--- src/rtl/spi_slv.sv ---
// spi_slv: 16-bit SPI responder (peripheral end of the link).
// Receives a command word on MOSI and returns a response word on MISO
// within the same SS_n frame. SCLK idles high; data is MSB first.
//
// Ports:
//   clk        system clock (>= 8x SCLK)
//   rst        synchronous active-high reset
//   SCLK       serial clock from master (async)
//   SS_n       active-low frame select (async)
//   MOSI       serial data from master (async)
//   MISO       serial data to master
//   tx_data    response word, captured at frame start
//   rx_data    last complete received word
//   rdy        sticky: new rx_data valid (cleared by clr_rdy, set wins)
//   clr_rdy    clears rdy
//   frame_err  sticky: last frame had the wrong bit count
//   busy       frame in progress
//
// state  | meaning
// IDLE   | waiting for an SS_n fall
// ACTIVE | frame in progress: count SCLK rises, shift rx/tx
module spi_slv #(
  parameter int DATA_W = 16,
  parameter int CNT_W  = 5
) (
  input  logic              clk,
  input  logic              rst,
  input  logic              SCLK,
  input  logic              SS_n,
  input  logic              MOSI,
  output logic              MISO,
  input  logic [DATA_W-1:0] tx_data,
  output logic [DATA_W-1:0] rx_data,
  output logic              rdy,
  input  logic              clr_rdy,
  output logic              frame_err,
  output logic              busy
);

  typedef enum logic {IDLE = 1'b0, ACTIVE = 1'b1} state_t;

  localparam logic [CNT_W-1:0] FULL_CNT   = CNT_W'(DATA_W);
  localparam logic [CNT_W-1:0] CNT_MAX    = '1;
  localparam logic [1:0]       FLUSH_INIT = 2'd3;

  // Sync chains: bit0 = ff1, bit1 = ff2, bit2 = ff3
  logic [2:0] sclk_sync_q, ss_sync_q, mosi_sync_q;

  state_t              state_q, state_d;
  logic [DATA_W-1:0]   tx_shft_q, tx_shft_d;
  logic [DATA_W-1:0]   rx_shft_q, rx_shft_d;
  logic [CNT_W-1:0]    bit_cnt_q, bit_cnt_d;
  logic [DATA_W-1:0]   rx_data_q, rx_data_d;
  logic                rdy_q, rdy_d;
  logic                frame_err_q, frame_err_d;
  // After reset the SS_n chain starts at 1, so an SS_n already held low
  // would look like a fall. The flush timer lets the chain settle, and a
  // frame is only accepted once SS_n has been seen high afterwards.
  logic [1:0]          flush_q, flush_d;
  logic                armed_q, armed_d;

  logic sclk_rise, sclk_fall, ss_fall, ss_rise;

  assign sclk_rise = sclk_sync_q[1] & ~sclk_sync_q[2];
  assign sclk_fall = ~sclk_sync_q[1] & sclk_sync_q[2];
  assign ss_fall   = ~ss_sync_q[1] & ss_sync_q[2];
  assign ss_rise   = ss_sync_q[1] & ~ss_sync_q[2];

  always_ff @(posedge clk) begin
    if (rst) begin
      sclk_sync_q <= 3'b111;
      ss_sync_q   <= 3'b111;
      mosi_sync_q <= 3'b000;
      state_q     <= IDLE;
      tx_shft_q   <= '0;
      rx_shft_q   <= '0;
      bit_cnt_q   <= '0;
      rx_data_q   <= '0;
      rdy_q       <= 1'b0;
      frame_err_q <= 1'b0;
      flush_q     <= FLUSH_INIT;
      armed_q     <= 1'b0;
    end else begin
      sclk_sync_q <= {sclk_sync_q[1:0], SCLK};
      ss_sync_q   <= {ss_sync_q[1:0], SS_n};
      mosi_sync_q <= {mosi_sync_q[1:0], MOSI};
      state_q     <= state_d;
      tx_shft_q   <= tx_shft_d;
      rx_shft_q   <= rx_shft_d;
      bit_cnt_q   <= bit_cnt_d;
      rx_data_q   <= rx_data_d;
      rdy_q       <= rdy_d;
      frame_err_q <= frame_err_d;
      flush_q     <= flush_d;
      armed_q     <= armed_d;
    end
  end

  always_comb begin
    state_d     = state_q;
    tx_shft_d   = tx_shft_q;
    rx_shft_d   = rx_shft_q;
    bit_cnt_d   = bit_cnt_q;
    rx_data_d   = rx_data_q;
    rdy_d       = rdy_q;
    frame_err_d = frame_err_q;
    flush_d     = (flush_q != 2'd0) ? flush_q - 2'd1 : flush_q;
    armed_d     = armed_q | ((flush_q == 2'd0) & ss_sync_q[2]);

    if (clr_rdy) rdy_d = 1'b0;

    unique case (state_q)
      IDLE: begin
        if (ss_fall && armed_q) begin
          tx_shft_d   = tx_data;
          bit_cnt_d   = '0;
          rx_shft_d   = '0;
          frame_err_d = 1'b0;
          state_d     = ACTIVE;
        end
      end
      ACTIVE: begin
        if (sclk_rise) begin
          rx_shft_d = {rx_shft_q[DATA_W-2:0], mosi_sync_q[1]};
          if (bit_cnt_q != CNT_MAX) bit_cnt_d = bit_cnt_q + CNT_W'(1);
        end else if (sclk_fall && (bit_cnt_q != '0)) begin
          tx_shft_d = {tx_shft_q[DATA_W-2:0], 1'b0};
        end
        // Uses the updated count/shift so a coincident final rise is included.
        if (ss_rise) begin
          state_d = IDLE;
          if (bit_cnt_d == FULL_CNT) begin
            rx_data_d = rx_shft_d;
            rdy_d     = 1'b1;
          end else begin
            frame_err_d = 1'b1;
          end
        end
      end
      default: state_d = IDLE;
    endcase
  end

  assign MISO      = tx_shft_q[DATA_W-1];
  assign rx_data   = rx_data_q;
  assign rdy       = rdy_q;
  assign frame_err = frame_err_q;
  assign busy      = (state_q == ACTIVE);

endmodule

--- config.mk ---
export PLATFORM = sky130hd
export DESIGN_NAME = spi_slv
export DESIGN_NICKNAME = d
export VERILOG_FILES = /design/src/rtl/spi_slv.sv
export SDC_FILE = /design/constraint.sdc
export NUM_CORES = 1
export LEC_CHECK = 0
export BUFFER_PORTS_ARGS = -buffer_cell sky130_fd_sc_hd__buf_4
export CORE_ASPECT_RATIO = 1.5
export CORE_MARGIN = 5
export CORE_UTILIZATION = 30
export CTS_BUF_LIST = sky130_fd_sc_hd__clkbuf_16
export DETAILED_ROUTE_END_ITERATION = 10
export GPL_ROUTABILITY_DRIVEN = 1
export HOLD_SLACK_MARGIN = 0.02
export PLACE_DENSITY = 0.5
export SYNTH_ARGS = -nofsm -noshare
export SYNTH_HDL_FRONTEND = slang
export SYNTH_SLANG_ARGS = --single-unit
--- constraint.sdc ---
create_clock -name clk -period 4.4 [get_ports clk]
set_clock_uncertainty 0.2 [all_clocks]
set_input_delay 0.88 -clock clk [delete_from_list [all_inputs] [get_ports clk]]
set_output_delay 0.88 -clock clk [all_outputs]
set_load 0.01 [all_outputs]
After elaboration in Yosys (flattened, before gate mapping)
Index checks and enable logic that the tools add are counted.

Register bits: 67. Bits of input ports: 22. Output and inout bits: 20. Word-level logic and storage cells: 63.

$add $sub $neg: 2. Eq/ne operators: 7. Multiplexer cells: 23. Bitwise gates (word level): 11. Reduce and logical (&&, ||, !) cells: 8.

Operator list (number): 2-to-1 mux 16 bit (5); one-hot mux 16 bit (2 select lines) (2); 2-to-1 mux 5 bit (4); one-hot mux 5 bit (2 select lines) (1); 2-to-1 mux 1 bit (9); AND reduction 3 bit (3); inequality test 2 bit, second input constant (3); adder 5 x 1 -> 5 bit, second input constant (1); AND 1 bit (5); == test 5 bit, second input constant (1); inequality test 5 bit, second input constant (1); inverter 1 bit (5); nonzero test 5 bit (1); inequality test 2 x 1 -> 1 bit, second input constant (2); one-hot mux 1 bit (2 select lines) (2); logical AND 1 bit (2); logical NOT 2 bit (1); nonzero test 2 bit (1); subtractor 2 x 1 -> 2 bit, second input constant (1); bitwise OR 1 bit (1).

Logic depth before layout (Yosys ltp)
Gate-level depths: netlist (run 1).

Depth in word-level cells: 8. Mapped depth: 8. Gate-level depth less buffers: 7.

Worst setup path after synthesis (run 1)
Ideal clock, no wire load.

Path kind: flip-flop to flip-flop. Start: reg bit_cnt_q[0]. End: reg rx_data_q[0] (netlist: rx_data[0]). Setup time: 0.070 ns. Arrival time: 1.728 ns. Data required time: 4.130 ns. Setup slack: 2.403 ns. Cell stages (with the launch flop): 8. Buffers on the path: 1. Clock period less this slack: 1.997 ns. Cell sequence: dfxtp_1 ha_1 nand2_1 o21ai_1 mux2_4 buf_2 a41o_1 a21oi_1.

Word-level cells in the longest chain between the ends: 6. Elaborated cells on any way between the ends: 7. Classes of those cells: add/sub (1); eq/ne (2); mux (3); reduce/logical (1).

Ends and longest elaborated chain: from (decl) (RTL line 52) `logic [CNT_W-1:0] bit_cnt_q, bit_cnt_d;`; from (signal assigned) (RTL line 90) `bit_cnt_q <= bit_cnt_d;`; adder 5 x 1 -> 5 bit or inequality test 5 bit (tied branches) (RTL line 125) `if (bit_cnt_q != CNT_MAX) bit_cnt_d = bit_cnt_q + CNT_W'(1);`; 2-to-1 mux 5 bit (RTL line 125); 2-to-1 mux 5 bit * (RTL line 123) `if (sclk_rise) begin`; 2-to-1 mux 5 bit * (RTL line 112) `unique case (state_q)`; == test 5 bit * (RTL line 132) `if (bit_cnt_d == FULL_CNT) begin`; AND reduction 3 bit (no source line) *; to (signal assigned) (RTL line 91) `rx_data_q <= rx_data_d;`; to (decl) (RTL line 53) `logic [DATA_W-1:0] rx_data_q, rx_data_d;`.

Mark *: on every way between the ends. The rest lies on a longest branch, timed or not. The select of a mux whose other input is x is not followed. A chain may end at the register's enable or synchronous reset.

Final worst setup path (run 1)
Start: reg state_q (netlist: busy). End: out busy.

RTL lines: from (decl) (RTL line 49) `state_t state_q, state_d;`; from (signal assigned) (RTL line 87) `state_q <= state_d;`; to (decl) (RTL line 37) `output logic busy`.

No word-level cell between the ends.

==> results of run 1 <==
[worst paths after layout]
kind,from,endpoint,slack [ns],depth (start not counted)
setup reg to reg,bit_cnt_q[2],rx_data[12],1.90,5
setup / recovery,busy,busy,1.72,2
hold reg to reg,ss_sync_q[0],ss_sync_q[1],0.21,1
hold / removal,ss_sync_q[0],ss_sync_q[1],0.21,1
[area by class of cell]
type,instances,share of cell area
multi-input cells,231,0.4048
clock buffers,9,0.06233
well taps,115,0.03982
inverters,16,0.01662
flip-flops and latches,67,0.3712
clock inverters,6,0.01385
repair buffers,44,0.09141
[flip-flops by register name, indices dropped and copies added, names as in the netlist]
name	flops
tx_shft_q	16
rx_data	16
armed_q	1
mosi_sync_q	2
busy	1
bit_cnt_q	5
rdy	1
sclk_sync_q	3
rx_shft_q	16
ss_sync_q	3
frame_err	1
flush_q	2
[power by group through the flow]
| stage | logic [mW] | registers (mW) | clock network, mW |
|---|---|---|---|
| detailed placement | 0.0674 | 0.635 | 0 |
| CTS | 0.0675 | 0.622 | 0.685 |
| global route | 0.0742 | 0.623 | 0.721 |
| global placement | 0.0661 | 0.635 | 0 |
| floorplan | 0.0450 | 0.633 | 0 |
| finish | 0.0659 | 0.622 | 0.665 |
[cells by family after synthesis]
family          Yosys count  share of synthesized area
simple gates            119                     0.1840
xor+xnor                  1                   0.002909
mux                      27                    0.09181
buf+inv                  42                    0.06896
compound gates           81                     0.1944
flops                    67                     0.4454
fa+ha+maj                 3                    0.01246
[per-stage QoR]
stage               total power, mW  cell area [µm²]  hold slack (ns)  utilization
global route                  1.418             3613           0.2332       0.3708
finish                        1.353             3613           0.2145       0.3708
CTS                           1.374             3613           0.2127       0.3708
global placement             0.7008             3338           0.1968       0.3426
floorplan                    0.6784             3012           0.1895            -
detailed placement           0.7021             3338           0.2001       0.3426
[routing by layer]
layer	wire length, µm	part of all wire	vias to the layer above
met5	0	0	-
met4	112	0.017	0
met3	250	0.037	8
met2	3329	0.50	40
met1	2987	0.45	1141
li1	-	-	1247
[layout by cell type, fill, tap and decap left out, drive strengths merged, types with 2 or more instances in the layout]
| cell type | count |
|---|---|
| inv | 17 |
| o211a | 7 |
| a22oi | 9 |
| mux2i | 25 |
| or2 | 6 |
| nor2 | 46 |
| and2 | 2 |
| o21ai | 2 |
| a21o | 2 |
| nor2b | 5 |
| a21oi | 37 |
| a31o | 7 |
| a41o | 11 |
| nand4 | 2 |
| clkbuf | 9 |
| buf | 44 |
| mux2 | 2 |
| nand2b | 4 |
| dfxtp | 67 |
| ha | 3 |
| clkinv | 4 |
| a32oi | 2 |
| and3 | 2 |
| nand3 | 10 |
| nand2 | 37 |
==> results.cfg, run 1 <==
[outcome]
status = finished clean

[placement]
portBuffers = 41
dp_cells = 473
gp_congestion = 0.7449
post-place-ws_ns = 1.873
dp_hpwl_mm = 4.643

[sta]
hold_viol = 0
setup_viol = 0
slew_headroom = 0.4447
max_freq_ghz = 0.3738
worst_pin_slew_ns = 0.8303
setup_slack_ns = 1.725
slew_violations = 0
fin_crit_ns = 2.675
rsz0062_at_grt = no
tns_ns = 0
period_share = 0.6080

[floorplanning]
die_h_um = 132.7
core_region_area_mm2 = 0.009744
die-area_mm2 = 0.01218
rows = 44
start_util = 0.3091
io_pins = 42
fp.dieW_um = 91.81

[yosys]
synth-async-reset-ratio = 0
synthTopCellsByCount = dfxtp_1 (67), nor2_1 (46), a21oi_1 (37), nand2_1 (37), mux2i_1 (25)
avgSynthCellArea_um2 = 8.858
synth.distinct_cells = 42
synth.cell_area_mm2 = 0.003012
synth_area_leader_cell = dfxtp_1
synth_nets = 365
synthCells = 340
synth.most_common_cell = dfxtp_1
synth_edf_count = 0
yosysSeqAreaShare = 0.4454
synth_top_area_frac = 0.4454
yosys_register_bits = 67
ys.flop_type = dfxtp_1
synth_warnings = 0
synth_top_cells_by_area = dfxtp_1 (45%), mux2i_1 (8.3%), a21oi_1 (6.1%), nor2_1 (5.7%), nand2_1 (4.6%)

[clock_tree]
post-cts-setup-buffers = 0
cts.sinks = 67
path_clk_slew_ns = 0.05
cts_hold_buf = 0
clk_path_buf_depth = 2
cts_tree = yes
cts_resized = 0
clk_latency_ns = 0.33
clockRootBuffer = clkbuf_16
htree_levels = 3
numCtsBuffers = 9

[pwr]
p_comb_frac = 0.049
powerDensity_mw_per_mm2 = 374.3
p_seq_frac = 0.460
p_clk_frac = 0.491
intPower_mw = 1.075
p_sw_frac = 0.2049
ir_drop_v = 0.0002599
p_sw_uw = 277.2
cellLeakagePower_nw = 1.559

[setup_path]
crit_fanout = 20
cp-start-kind = flop
end_kind = output port
worst-path-buf-inv = 2
slowest_delay_ns = 0.66
cpLargestDelayFamily = flip-flops
arrival_ns = 1.60
cp_slowest_cell = dfxtp_1
required_ns = 3.32
path_cells = buf_4 > buf_4
crit_path_frequent_cell = buf_4
critical_path_class = reg2out

[cells_and_area]
multiInputGateArea_mm2 = 0.001463
num-nets-final = 394
nFillCells = 1001
fin_cells = 488
drive_above_1_share = 0.2011
ff_latch_area_mm2 = 0.001341
diodes = 0
area_growth_pct = 19.98

[route]
drc = 0
dr_total_vias = 2436
firstDrtPassIters = 4
routed_wl_mm = 6.681
wl_per_cell_um = 13.69
ant_nets = 0
viasPerCell = 4.992
first_iter_violations = 125

[global_route]
grt_first_pass_wirelength_mm = 11.43
use_met3 = 0.03693
grt_util_met2 = 0.1948
grt_use_total = 0.1170
first_global_vias = 2336
grt-ovfl-total = 0
grt-busiest-layer = met2
grt_max_degree = 58
grt_antenna_before_repair = 0
gr-usage-met1 = 0.1366

[flow_run]
drv_cap = 0

[hold_path]
hold_path_class = reg2reg
(Power assumes the default switching activity.)
==> inputs of run 2 (changes only) <==
--- a/config.mk
+++ b/config.mk
@@ -5,6 +5,7 @@
 export SDC_FILE = /design/constraint.sdc
 export NUM_CORES = 1
 export LEC_CHECK = 0
+export ABC_AREA = 1
 export BUFFER_PORTS_ARGS = -buffer_cell sky130_fd_sc_hd__buf_4
 export CORE_ASPECT_RATIO = 1.5
 export CORE_MARGIN = 5
@@ -13,7 +14,7 @@
 export DETAILED_ROUTE_END_ITERATION = 10
 export GPL_ROUTABILITY_DRIVEN = 1
 export HOLD_SLACK_MARGIN = 0.02
-export PLACE_DENSITY = 0.5
+export PLACE_DENSITY = 0.52
 export SYNTH_ARGS = -nofsm -noshare
 export SYNTH_HDL_FRONTEND = slang
 export SYNTH_SLANG_ARGS = --single-unit
==> constraint.sdc (replaced) <==
create_clock -name clk -period 2.4 [get_ports clk]
set_clock_uncertainty 0.2 [all_clocks]
set_input_delay 0.48 -clock clk [delete_from_list [all_inputs] [get_ports clk]]
set_output_delay 0.48 -clock clk [all_outputs]
set_load 0.01 [all_outputs]
==> run 2 against run 1 <==
Against the previous run:
- via count rose by 6.7%
- combinational power rose by 59%
- clock-buffer cell count did not move
- cell area fell by 1.0%
- cell count rose by 19%
- register-to-register slack got worse by 1.6 ns
- first-iteration DRC count rose by 8.8%
- synthesized cell count rose by 25%
- area after synthesis fell by 3.7%
- utilization rose by 0.26 points
- critical endpoint is now rx_data[9]
==> results.cfg, run 2 <==
[setup_path]
slowest_delay_ns = 0.39
arrival_ns = 2.10
r2r_start = bit_cnt_q[0]
path_cells = ha_1 > nand3_1 > nor2_1 > nor2_1 > nor2_4 > nand2_2 > nor2_4 > nand3_2 > buf_4 > nor2_1 > nor2_1
crit_path_frequent_cell = nor2_1
end_kind = flop
cp_slowest_cell = dfxtp_1
critical_path_class = reg2reg
r2r_slack_ns = 0.32
crit_fanout = 31
required_ns = 2.42
startpoint = bit_cnt_q[0]
cp-start-kind = flop

[yosys]
ys.flop_type = dfxtp_1
synth.most_common_cell = nand2_1
synth_warnings = 0
yosys_register_bits = 67
synth_top_cells_by_area = dfxtp_1 (46%), nand2_1 (21%), nor2_1 (5.4%), inv_1 (4.4%), a21oi_1 (4.3%)
synth_nets = 449
synth_area_leader_cell = dfxtp_1
synth.distinct_cells = 24
avgSynthCellArea_um2 = 6.843
synth-async-reset-ratio = 0
synth_edf_count = 0
synth_top_area_frac = 0.4623
synthTopCellsByCount = nand2_1 (160), dfxtp_1 (67), nor2_1 (42), inv_1 (34), a21oi_1 (25)
synthCells = 424
yosysSeqAreaShare = 0.4623
synth.cell_area_mm2 = 0.002902

[route]
drc = 0
firstDrtPassIters = 4
viasPerCell = 4.483
ant_nets = 0
dr_total_vias = 2600
routed_wl_mm = 6.413
first_iter_violations = 136
wl_per_cell_um = 11.06

[sta]
period_share = 0.8670
worst_pin_slew_ns = 0.4648
slew_violations = 0
slew_headroom = 0.6898
hold_viol = 0
tns_ns = 0
fin_crit_ns = 2.081
max_freq_ghz = 0.4806
setup_viol = 0
rsz0062_at_grt = no

[pwr]
powerDensity_mw_per_mm2 = 692.1
cellLeakagePower_nw = 1.692
power_mw = 2.476
ir_drop_v = 0.0003635

[floorplanning]
start_util = 0.3029
core_region_area_mm2 = 0.009579
die_h_um = 130.4
fp.dieW_um = 90.30
die-area_mm2 = 0.01178
rows = 44
io_pins = 42

[clock_tree]
cts_hold_buf = 0
path_clk_slew_ns = 0.05
numCtsBuffers = 9
clk_latency_ns = 0.33
htree_levels = 3
clk_path_buf_depth = 2
cts_tree = yes
clockRootBuffer = clkbuf_16
post-cts-setup-buffers = 0
cts_resized = 0
cts.sinks = 67

[hold_path]
hold_path_startpoint = SS_n
hold_path_class = in2reg

[placement]
postPlaceCellArea_mm2 = 0.003298
gp_congestion = 0.7715
portBuffers = 41
dp_hpwl_mm = 4.322

[cells_and_area]
final_common_cell = nand2_1
layout_common_cells = nand2_1 (160), dfxtp_1 (67), buf_4 (49), nor2_1 (42), inv_1 (38)
nFillCells = 1055
utilization = 0.3734
stdcell_area_mm2 = 0.003577
area_growth_pct = 23.29
drive_above_1_share = 0.1634
diodes = 0
num-nets-final = 485

[flow_run]
drv_cap = 0

[global_route]
grt_antenna_before_repair = 0
grt_first_pass_wirelength_mm = 11.20
grt-ovfl-total = 0
first_global_vias = 2547
grt_use_total = 0.1159
grt_max_degree = 36

[outcome]
status = finished clean
-- run 2: layer usage --
metal / vias up / track usage / share of wire
met5: - / 0 / 0
met4: 0 / 0.05960 / 0.020
met3: 9 / 0.03895 / 0.051
met2: 60 / 0.1953 / 0.45
met1: 1128 / 0.1309 / 0.48
li1: 1403 / - / -
-- run 2: final timing paths --
check                           cells after the start            to
worst min register to register                      1  ss_sync_q[1]
worst max-delay path                               11    rx_data[9]
worst max register to register                     11    rx_data[9]
worst min-delay path                                2  ss_sync_q[0]
-- run 2: area by class of cell --
| cell class | instances | area [µm²] | share of cell area |
|---|---|---|---|
| Sequential cell | 67 | 1341 | 0.3750 |
| Clock inverter | 7 | 53.80 | 0.01504 |
| Timing Repair Buffer | 49 | 367.9 | 0.1028 |
| Inverter | 38 | 145.1 | 0.04057 |
| Tap cell | 115 | 143.9 | 0.04022 |
| Multi-Input combinational cell | 295 | 1300 | 0.3634 |
| Clock buffer | 9 | 225.2 | 0.06296 |
-- run 2: stage by stage --
step,setup slack (ns),instances,hold slack (ns)
after detailed placement,0.3301,564,0.1941
after floorplan,0.5858,424,0.1883
after global routing,0.07572,580,0.1259
after global placement,0.3117,564,0.1915
after CTS,0.3054,580,0.1204
final,0.3193,580,0.1365
-- run 2: cell families (layout without fill, tap and decap cells) --
family                     after synthesis  in the layout  synth area share
DFF                                     67             67            0.4623
adders and majority gates                3              3           0.01294
and+or+nand+nor                        227            227            0.3157
buffers and inverters                   62            103           0.08969
AOI/OAI and AO/OA                       65             65            0.1194
-- run 2: where the power goes --
part / leakage [nW] / internal (mW) / switching (mW)
Sequential: 0.542 / 1.13 / 0.00857
Combinational: 0.998 / 0.0470 / 0.0581
Clock: 0.152 / 0.782 / 0.447
Total: 1.69 / 1.96 / 0.514
-- run 2: critical path, delay by kind of cell, from the launching register on --
family        cells  cell delay [ns]
simple gates      9             0.87
fa+ha+maj         1             0.26
buf+inv           1             0.24
flops             1             0.39
